<file path="config.mk">
export PLATFORM = sky130hd
export DESIGN_NAME = alu_job_sequencer
export DESIGN_NICKNAME = d
export VERILOG_FILES = /design/src/rtl/alu_seq_pkg.sv /design/src/rtl/alu_job_sequencer_if.sv /design/src/rtl/rr_arbiter_2.sv /design/src/rtl/alu_job_sequencer.sv
export SDC_FILE = /design/constraint.sdc
export NUM_CORES = 1
export LEC_CHECK = 0
export CORE_UTILIZATION = 38
export DETAILED_ROUTE_END_ITERATION = 12
export PLACE_DENSITY = 0.76
export REMOVE_ABC_BUFFERS = 1
export SLEW_MARGIN = 20
export SYNTH_ARGS = -nofsm -noshare
export SYNTH_HDL_FRONTEND = slang
export SYNTH_SLANG_ARGS = --single-unit
</file>
<file path="constraint.sdc">
create_clock -name clk -period 1.4 [get_ports clk]
set_clock_uncertainty 0.05 [all_clocks]
set_input_delay 0.21 -clock clk [delete_from_list [all_inputs] [get_ports clk]]
set_output_delay 0.21 -clock clk [all_outputs]
set_load 0.01 [all_outputs]
</file>
<file path="src/rtl/alu_seq_pkg.sv">
// Shared types and constants for the ALU job sequencer.
// State encoding, ALU opcodes, flag bit positions and the ALU nibble mux.
package alu_seq_pkg;

   typedef enum logic [2:0] {
      IDLE,
      ALU_CLR,
      SEND_OP1,
      SEND_OP2,
      SEND_OPC,
      WAIT_DONE,
      RESPOND
   } state_t;

   localparam logic [3:0] OP_ADD  = 4'd0;
   localparam logic [3:0] OP_SUB  = 4'd1;
   localparam logic [3:0] OP_AND  = 4'd2;
   localparam logic [3:0] OP_OR   = 4'd3;
   localparam logic [3:0] OP_NOT  = 4'd4;
   localparam logic [3:0] OP_NAND = 4'd5;
   localparam logic [3:0] OP_NOR  = 4'd6;

   localparam int FLAG_DONE  = 0;
   localparam int FLAG_CARRY = 1;
   localparam int FLAG_ZERO  = 2;
   localparam int FLAG_SIGN  = 3;

   // Nibble presented to the ALU for a given sequencer state.
   function automatic logic [3:0] alu_nibble(
      input state_t     s,
      input logic [3:0] op1,
      input logic [3:0] op2,
      input logic [3:0] opc
   );
      logic [3:0] n;
      n = 4'h0;
      unique case (s)
         SEND_OP1: n = op1;
         SEND_OP2: n = op2;
         SEND_OPC: n = opc;
         default:  n = 4'h0;
      endcase
      return n;
   endfunction

endpackage

</file>
<file path="src/rtl/alu_job_sequencer_if.sv">
// Requester handshake bundle between the sequencer and its arbiter.
// The master offers valid bits and a take strobe; the slave answers with ready and the granted id.
interface alu_job_sequencer_if;

   logic [1:0] valid;
   logic [1:0] ready;
   logic       take;
   logic       gnt_id;

   modport master (
      output valid,
      output take,
      input  ready,
      input  gnt_id
   );

   modport slave (
      input  valid,
      input  take,
      output ready,
      output gnt_id
   );

endinterface

</file>
<file path="src/rtl/rr_arbiter_2.sv">
// Two-way round-robin arbiter; requester 0 wins first after reset.
// A grant is only issued while the master raises take.
module rr_arbiter_2
   import alu_seq_pkg::*;
(
   input  logic                clk,
   input  logic                reset_n,
   alu_job_sequencer_if.slave  arb
);

   logic last;
   logic pick;

   always_comb begin
      pick = 1'b0;
      unique case (1'b1)
         arb.valid[0] && arb.valid[1]:  pick = ~last;
         arb.valid[1] && !arb.valid[0]: pick = 1'b1;
         default:                       pick = 1'b0;
      endcase
   end

   assign arb.gnt_id   = pick;
   assign arb.ready[0] = arb.take && arb.valid[0] && !pick;
   assign arb.ready[1] = arb.take && arb.valid[1] && pick;

   // last starts at 1 so requester 0 is preferred on the first contest
   always_ff @(posedge clk or negedge reset_n) begin
      if (!reset_n) begin
         last <= 1'b1;
      end else if (arb.take && (|arb.valid)) begin
         last <= pick;
      end
   end

endmodule

</file>
<file path="src/rtl/alu_job_sequencer.sv">
// Serialises jobs from two requesters onto a nibble-wide ALU and returns results.
// Define ALU_SEQ_TIMEOUT_EN to abort jobs whose done flag never arrives.
module alu_job_sequencer
   import alu_seq_pkg::*;
#(
   parameter int unsigned DONE_TIMEOUT = 8
) (
   input  logic       clk,
   input  logic       reset_n,
   input  logic       req0_valid,
   input  logic       req1_valid,
   output logic       req0_ready,
   output logic       req1_ready,
   input  logic [3:0] req0_op1,
   input  logic [3:0] req0_op2,
   input  logic [3:0] req0_opcode,
   input  logic [3:0] req1_op1,
   input  logic [3:0] req1_op2,
   input  logic [3:0] req1_opcode,
   output logic       rsp_valid,
   output logic       rsp_id,
   output logic       rsp_timeout,
   output logic [3:0] rsp_result,
   output logic [2:0] rsp_flags,
   output logic       alu_reset,
   output logic [3:0] alu_data,
   input  logic [3:0] alu_result,
   input  logic [3:0] alu_flags,
   output logic       busy
);

   state_t     state;
   state_t     next;
   logic [3:0] op1_q;
   logic [3:0] op2_q;
   logic [3:0] opc_q;
   logic       id_q;
   logic       clr_hold;
   logic       accept;
   logic       done;
   logic       expired;

   alu_job_sequencer_if arb ();

   assign arb.valid  = {req1_valid, req0_valid};
   assign arb.take   = (state == IDLE);
   assign req0_ready = arb.ready[0];
   assign req1_ready = arb.ready[1];
   assign accept     = |arb.ready;
   assign done       = alu_flags[FLAG_DONE];

   rr_arbiter_2 u_arb (
      .clk     (clk),
      .reset_n (reset_n),
      .arb     (arb)
   );

`ifdef ALU_SEQ_TIMEOUT_EN
   localparam logic [7:0] TMO_LAST = 8'(DONE_TIMEOUT - 1);

   logic [7:0] wait_cnt;

   assign expired = !done && (wait_cnt == TMO_LAST);

   always_ff @(posedge clk or negedge reset_n) begin
      if (!reset_n) begin
         wait_cnt <= 8'd0;
      end else if (state != WAIT_DONE) begin
         wait_cnt <= 8'd0;
      end else begin
         wait_cnt <= wait_cnt + 8'd1;
      end
   end
`else
   logic unused_tmo;

   assign unused_tmo  = ^8'(DONE_TIMEOUT);
   assign expired     = 1'b0;
   assign rsp_timeout = 1'b0;
`endif

   always_ff @(posedge clk or negedge reset_n) begin
      if (!reset_n) begin
         state <= IDLE;
      end else begin
         state <= next;
      end
   end

   always_comb begin
      next = state;
      unique case (state)
         IDLE:      if (accept) next = ALU_CLR;
         ALU_CLR:   next = SEND_OP1;
         SEND_OP1:  next = SEND_OP2;
         SEND_OP2:  next = SEND_OPC;
         SEND_OPC:  next = WAIT_DONE;
         WAIT_DONE: if (done || expired) next = RESPOND;
         RESPOND:   next = IDLE;
         default:   next = IDLE;
      endcase
   end

   assign busy      = (state != IDLE);
   assign rsp_valid = (state == RESPOND);
   assign alu_data  = alu_nibble(state, op1_q, op2_q, opc_q);
   assign alu_reset = clr_hold || (state == ALU_CLR);

   // Keeps the ALU in reset until the first edge after reset_n releases
   always_ff @(posedge clk or negedge reset_n) begin
      if (!reset_n) begin
         clr_hold <= 1'b1;
      end else begin
         clr_hold <= 1'b0;
      end
   end

   always_ff @(posedge clk or negedge reset_n) begin
      if (!reset_n) begin
         op1_q <= 4'h0;
         op2_q <= 4'h0;
         opc_q <= 4'h0;
         id_q  <= 1'b0;
      end else if (accept) begin
         op1_q <= arb.gnt_id ? req1_op1    : req0_op1;
         op2_q <= arb.gnt_id ? req1_op2    : req0_op2;
         opc_q <= arb.gnt_id ? req1_opcode : req0_opcode;
         id_q  <= arb.gnt_id;
      end
   end

   always_ff @(posedge clk or negedge reset_n) begin
      if (!reset_n) begin
         rsp_result <= 4'h0;
         rsp_flags  <= 3'b000;
         rsp_id     <= 1'b0;
      end else if (state == WAIT_DONE) begin
         if (done) begin
            rsp_result <= alu_result;
            rsp_flags  <= alu_flags[FLAG_SIGN:FLAG_CARRY];
            rsp_id     <= id_q;
         end else if (expired) begin
            rsp_result <= 4'h0;
            rsp_flags  <= 3'b000;
            rsp_id     <= id_q;
         end
      end
   end

`ifdef ALU_SEQ_TIMEOUT_EN
   always_ff @(posedge clk or negedge reset_n) begin
      if (!reset_n) begin
         rsp_timeout <= 1'b0;
      end else if (state == WAIT_DONE) begin
         if (done) begin
            rsp_timeout <= 1'b0;
         end else if (expired) begin
            rsp_timeout <= 1'b1;
         end
      end
   end
`endif

endmodule

</file>
# Word-level counts from Yosys, hierarchy flattened
# Index checks and enable logic that the tools add are counted.
# word_totals
ff_bits	26
# classes
n_eq_ne	8
mux	8
n_bitwise	1
n_reduce_logical	16
# op_table
operator	count
one-hot mux 3 bit (6 select lines)	1
two-way mux 4 bit	3
one-hot mux 4 bit (3 select lines)	1
equality test 3 bit (second input constant)	3
logical AND 1 bit	7
equality test 3 x 2 -> 1 bit (second input constant)	2
two-way mux 3 bit	2
inequality test 2 bit (second input constant)	2
AND reduction 2 bit	2
OR reduction 2 bit	2
equality test 3 x 1 -> 1 bit (second input constant)	1
zero test 3 bit	1
nonzero test 3 bit	1
zero test 1 bit	2
one-hot mux 1 bit (2 select lines)	1
logical OR 1 bit	1
NOT 1 bit	1

# Logic depth before layout (Yosys ltp)
# logic_depth
word_depth	8
ltp_mapped	6
depth_no_buf	3

# By module
# A second synthesis with hierarchy kept.
# hier_totals
hier_cells	115
hier_area_um2	1295.0
# modules_own_cells
mod	n_inst	cells_each	area_each_um2
alu_job_sequencer	1	107	1227.4
rr_arbiter_2	1	8	67.6

# Worst setup path before layout
# No wires, ideal clock.
# synth_timing
path_type	register -> register
from	register state[0]
to	register op1_q[0]
setup_ps	136
t_arrival_ps	1307
required_time_ps	1214
slack_ps	-93
path_stages_with_launch	6
path_buffers	2
path_cell_list	dfrtp_1 > buf_2 > nor3_4 > and3_1 > buf_2 > a222oi_1
# synth_between
elab_chain_cells	4
elab_cells_between_ends	6
cone_classes	reduce/logical: 6
# synth_lines
element	line_no	text
from (decl)	alu_job_sequencer.sv:32	state_t state;
from (signal assigned)	alu_job_sequencer.sv:86	state <= next;
zero test 3 bit	alu_job_sequencer.sv:46	assign arb.take = (state == IDLE);
logical AND 1 bit (2 in a row)	rr_arbiter_2.sv:25	assign arb.ready[1] = arb.take && arb.valid[1] && pick;
named net req1_ready	alu_job_sequencer.sv:13	output logic req1_ready,
OR reduction 2 bit	alu_job_sequencer.sv:49	assign accept = |arb.ready;
to (signal assigned)	alu_job_sequencer.sv:125	op1_q <= arb.gnt_id ? req1_op1 : req0_op1;
to (decl)	alu_job_sequencer.sv:34	logic [3:0] op1_q;
# The timed path passes the listed nets, and every way through them passes these cells.
# A chain may end at the register's enable or synchronous reset.

# Final worst setup path
# layout_timing
from	register state[1]
to	output alu_data[3]
# layout_between
elab_chain_cells	2
elab_cells_between_ends	4
cone_classes	eq/ne: 3; mux: 1
# layout_lines
element	line_no	text
equality test 3 bit / equality test 3 x 2 -> 1 bit (equally long branches)	alu_seq_pkg.sv:37	unique case (s)
one-hot mux 4 bit (3 select lines) *	alu_seq_pkg.sv:37	
to (decl)	alu_job_sequencer.sv:26	output logic [3:0] alu_data,
# Every way passes the cells marked *; elsewhere a longest branch is shown, timed or not.

==> qor.yml <==
outcome:
  violations: "setup timing"
  status: "finished, violations left"
global_routing:
  grt_max_degree: 27
  grt_usage_pct: 23.5
  antenna_found_initial: 0
  grt_pass1_wl_mm: 6.00
  grt_remaining_overflow: 0
  grt_pass1_vias: 1243
route:
  vias: 1254
  routed_via_density: 5.06
  wl_per_cell_um: 16.4
  drt_first_pass_iters: 4
  wirelength_mm: 4.08
  drtAntennaViolNets: 0
  drt_iter0_markers: 119
  drc: 0
yosys:
  synth_area_leaders: "dfrtp_1 (48%), inv_1 (11%), a222oi_1 (9.5%), mux2_1 (7.1%), dfstp_2 (4.2%)"
  syn_inst: 123
  ys.flop_type: "dfrtp_1"
  avgSynthCellArea_um2: 10.3
  synth_top_cell_by_area: "dfrtp_1"
  synthMuxAreaShare_pct: 7.14
  synth_top_family_by_area: "compound AO/OA/AOI/OAI gates"
  yosys.area_share.simple_pct: 8.04
  yosysSeqAreaShare_pct: 51.8
  synthDistinctLibCells: 27
  synth-xor-area-share_pct: 0
  synth_seq_cells: 26
  synth_top_area_share_pct: 47.6
  yosys.area_share.adder_pct: 0
  yosys_warnings: 0
  async_flop_share_pct: 100
  synth_edf_count: 0
  synth_compound_area_share_pct: 18.4
  netlist_area_mm2: 0.00126
placement:
  io_buffers: 52
  dp.cells: 231
  gp_congestion: 0.795
  place_hpwl_mm: 2.39
worst_setup_path:
  path_cells: "buf_6 -> nor2b_4 -> buf_6 -> a22oi_2 -> o2bb2ai_2 -> buf_2"
  crit_arrival_ps: 1630
  cp-start-kind: "flop"
  criticalPathCategory: "reg2out"
  endpoint_kind: "output pin"
  path_delay_family: "flip-flops"
  slowest_delay_ps: 450
  crit_fanout: 4
  cp.buffers_inverters: 3
  crit_top_cell: "buf_6"
  worstPathRequired_ps: 1140
  slowest_stage: "dfrtp_1"
timing:
  setup_slack_ps: -485
  drv_slew: 0
  hold_ws_ps: 164
  tns_ps: -8070
  max_freq_mhz: 530
  post-route-min-period_ps: 1890
  finalSetupViolations: 31
  period_share_pct: 135
  hold_viol_final: 0
  rsz0062_at_grt: "true"
cts:
  cts_tree: "built"
  clock_latency_ps: 320
  path_clk_slew_ps: 140
  holdBufCountCts: 0
  cts.htree.levels: 1
  cts.sink_count: 26
  cts_buffers: 3
  clock_path_buffers: 2
  cts-root-buf: "clkbuf_4"
power_and_ir_drop:
  finalPower_uw: 4440
  power_density_mw_per_mm2: 1990
  p_leak_uw: 0.00115
  ir_worst_vdd_v: 0.000746
cells_and_area:
  area_delta_synth_final_pct: 77.3
  final_common_cell: "inv_1"
  layout.nets: 241
  final_cell_mix: "inv_1 (37), clkdlybuf4s50_1 (35), dfrtp_1 (24)"
  drive_above_1_share_pct: 35.3
  diodes: 0
  finalNonFillerCells: 248
worst_hold_path:
  hold_class: "in2async"
floorplan:
  die_h_um: 59.6
  die_area_mm2: 0.00355
  core_mm2: 0.00310
  die-width_um: 59.6
  ios: 54
  rows: 20
  initial_core_util_pct: 40.6
job:
  cap_violations: 0
## state kept, by name, indices dropped and copies added (netlist names)
signal	cells
op1_q	4
op2_q	4
opc_q	4
rsp_result	4
rsp_flags	3
state	3
clr_hold	1
id_q	1
rsp_id	1
u_arb.last	1
## Yosys cell counts, types with 2 or more instances
cell and instances:
a21oi_1 3, dfrtp_1 24, nand2_1 3, buf_2 4, dfstp_2 2, inv_1 38
a222oi_1 12, o2bb2ai_1 4, and3_1 2, mux2_1 8, nor2_1 3, nor2b_1 2
a22oi_1 4
## cell type report
class	count	area, µm²
Fill cell	236	867
Timing Repair Buffer	82	798
Sequential cell	26	653
Multi-Input combinational cell	54	551
Inverter	38	143
Tap cell	44	55.1
Clock buffer	4	36.3
## per-stage QoR
step                      worst slack (ps)  instance area [µm²]  utilization [%]
after CTS                             -375                 2160             69.5
after global placement                -480                 1940             62.6
after detailed placement              -482                 1940             62.6
final                                 -485                 2240             72.1
after global routing                  -537                 2240             72.1
after floorplan                       -154                 1230                -
## timing repair
| item | CTS | global route |
|---|---|---|
| cloned | 1 | 0 |
| resized for setup | 75 | 19 |
| setup buffers | 9 | 5 |
| setup endpoints to repair | 39 | 31 |
| pin swaps | 13 | 8 |
## final timing paths
kind	slack [ps]	to	cells after the start	start
min reg2reg	470	rsp_id$_DFFE_PN0P_	1	rsp_id$_DFFE_PN0P_
max	-490	alu_data[3]	6	state[1]$_DFFE_PN0P_
max reg2reg	-300	op1_q[3]$_DFFE_PN0P_	7	state[1]$_DFFE_PN0P_
min in group clk	380	op2_q[1]$_DFFE_PN0P_	3	req0_op2[1]
min	160	op1_q[0]$_DFFE_PN0P_	2	reset_n
max in group asynchronous	910	u_arb.last$_DFFE_PN1P_	2	reset_n
## layer usage
layer | part of all wire [%] | GRT usage (%) | wire (µm) | up-vias
li1 | - | - | - | 573
met1 | 41 | 28.5 | 1670 | 628
met2 | 52 | 41.7 | 2140 | 45
met3 | 4.4 | 2.62 | 180 | 8
met4 | 2.1 | 10.3 | 87 | 0
met5 | 0 | 0 | 0 | -
## kinds of logic after synthesis
kind of cell | after synthesis
compound gates | 28
buf+inv | 44
flops | 26
mux | 8
other cells | 1
simple gates | 16
## worst register-to-register path, stage by stage (launching register included)
cell	delay [ps]
dfrtp_1	430
buf_4	160
nor3_4	40
buf_4	140
and3_4	180
buf_6	130
buf_8	130
a222oi_1	330
## power breakdown
| group | switching (µW) | total (µW) | internal (µW) |
|---|---|---|---|
| Combinational | 1150 | 2660 | 1520 |
| Clock | 229 | 388 | 159 |
| Sequential | 274 | 1390 | 1110 |
| Total | 1650 | 4440 | 2790 |
No activity file was read; power rests on OpenSTA's default activity.
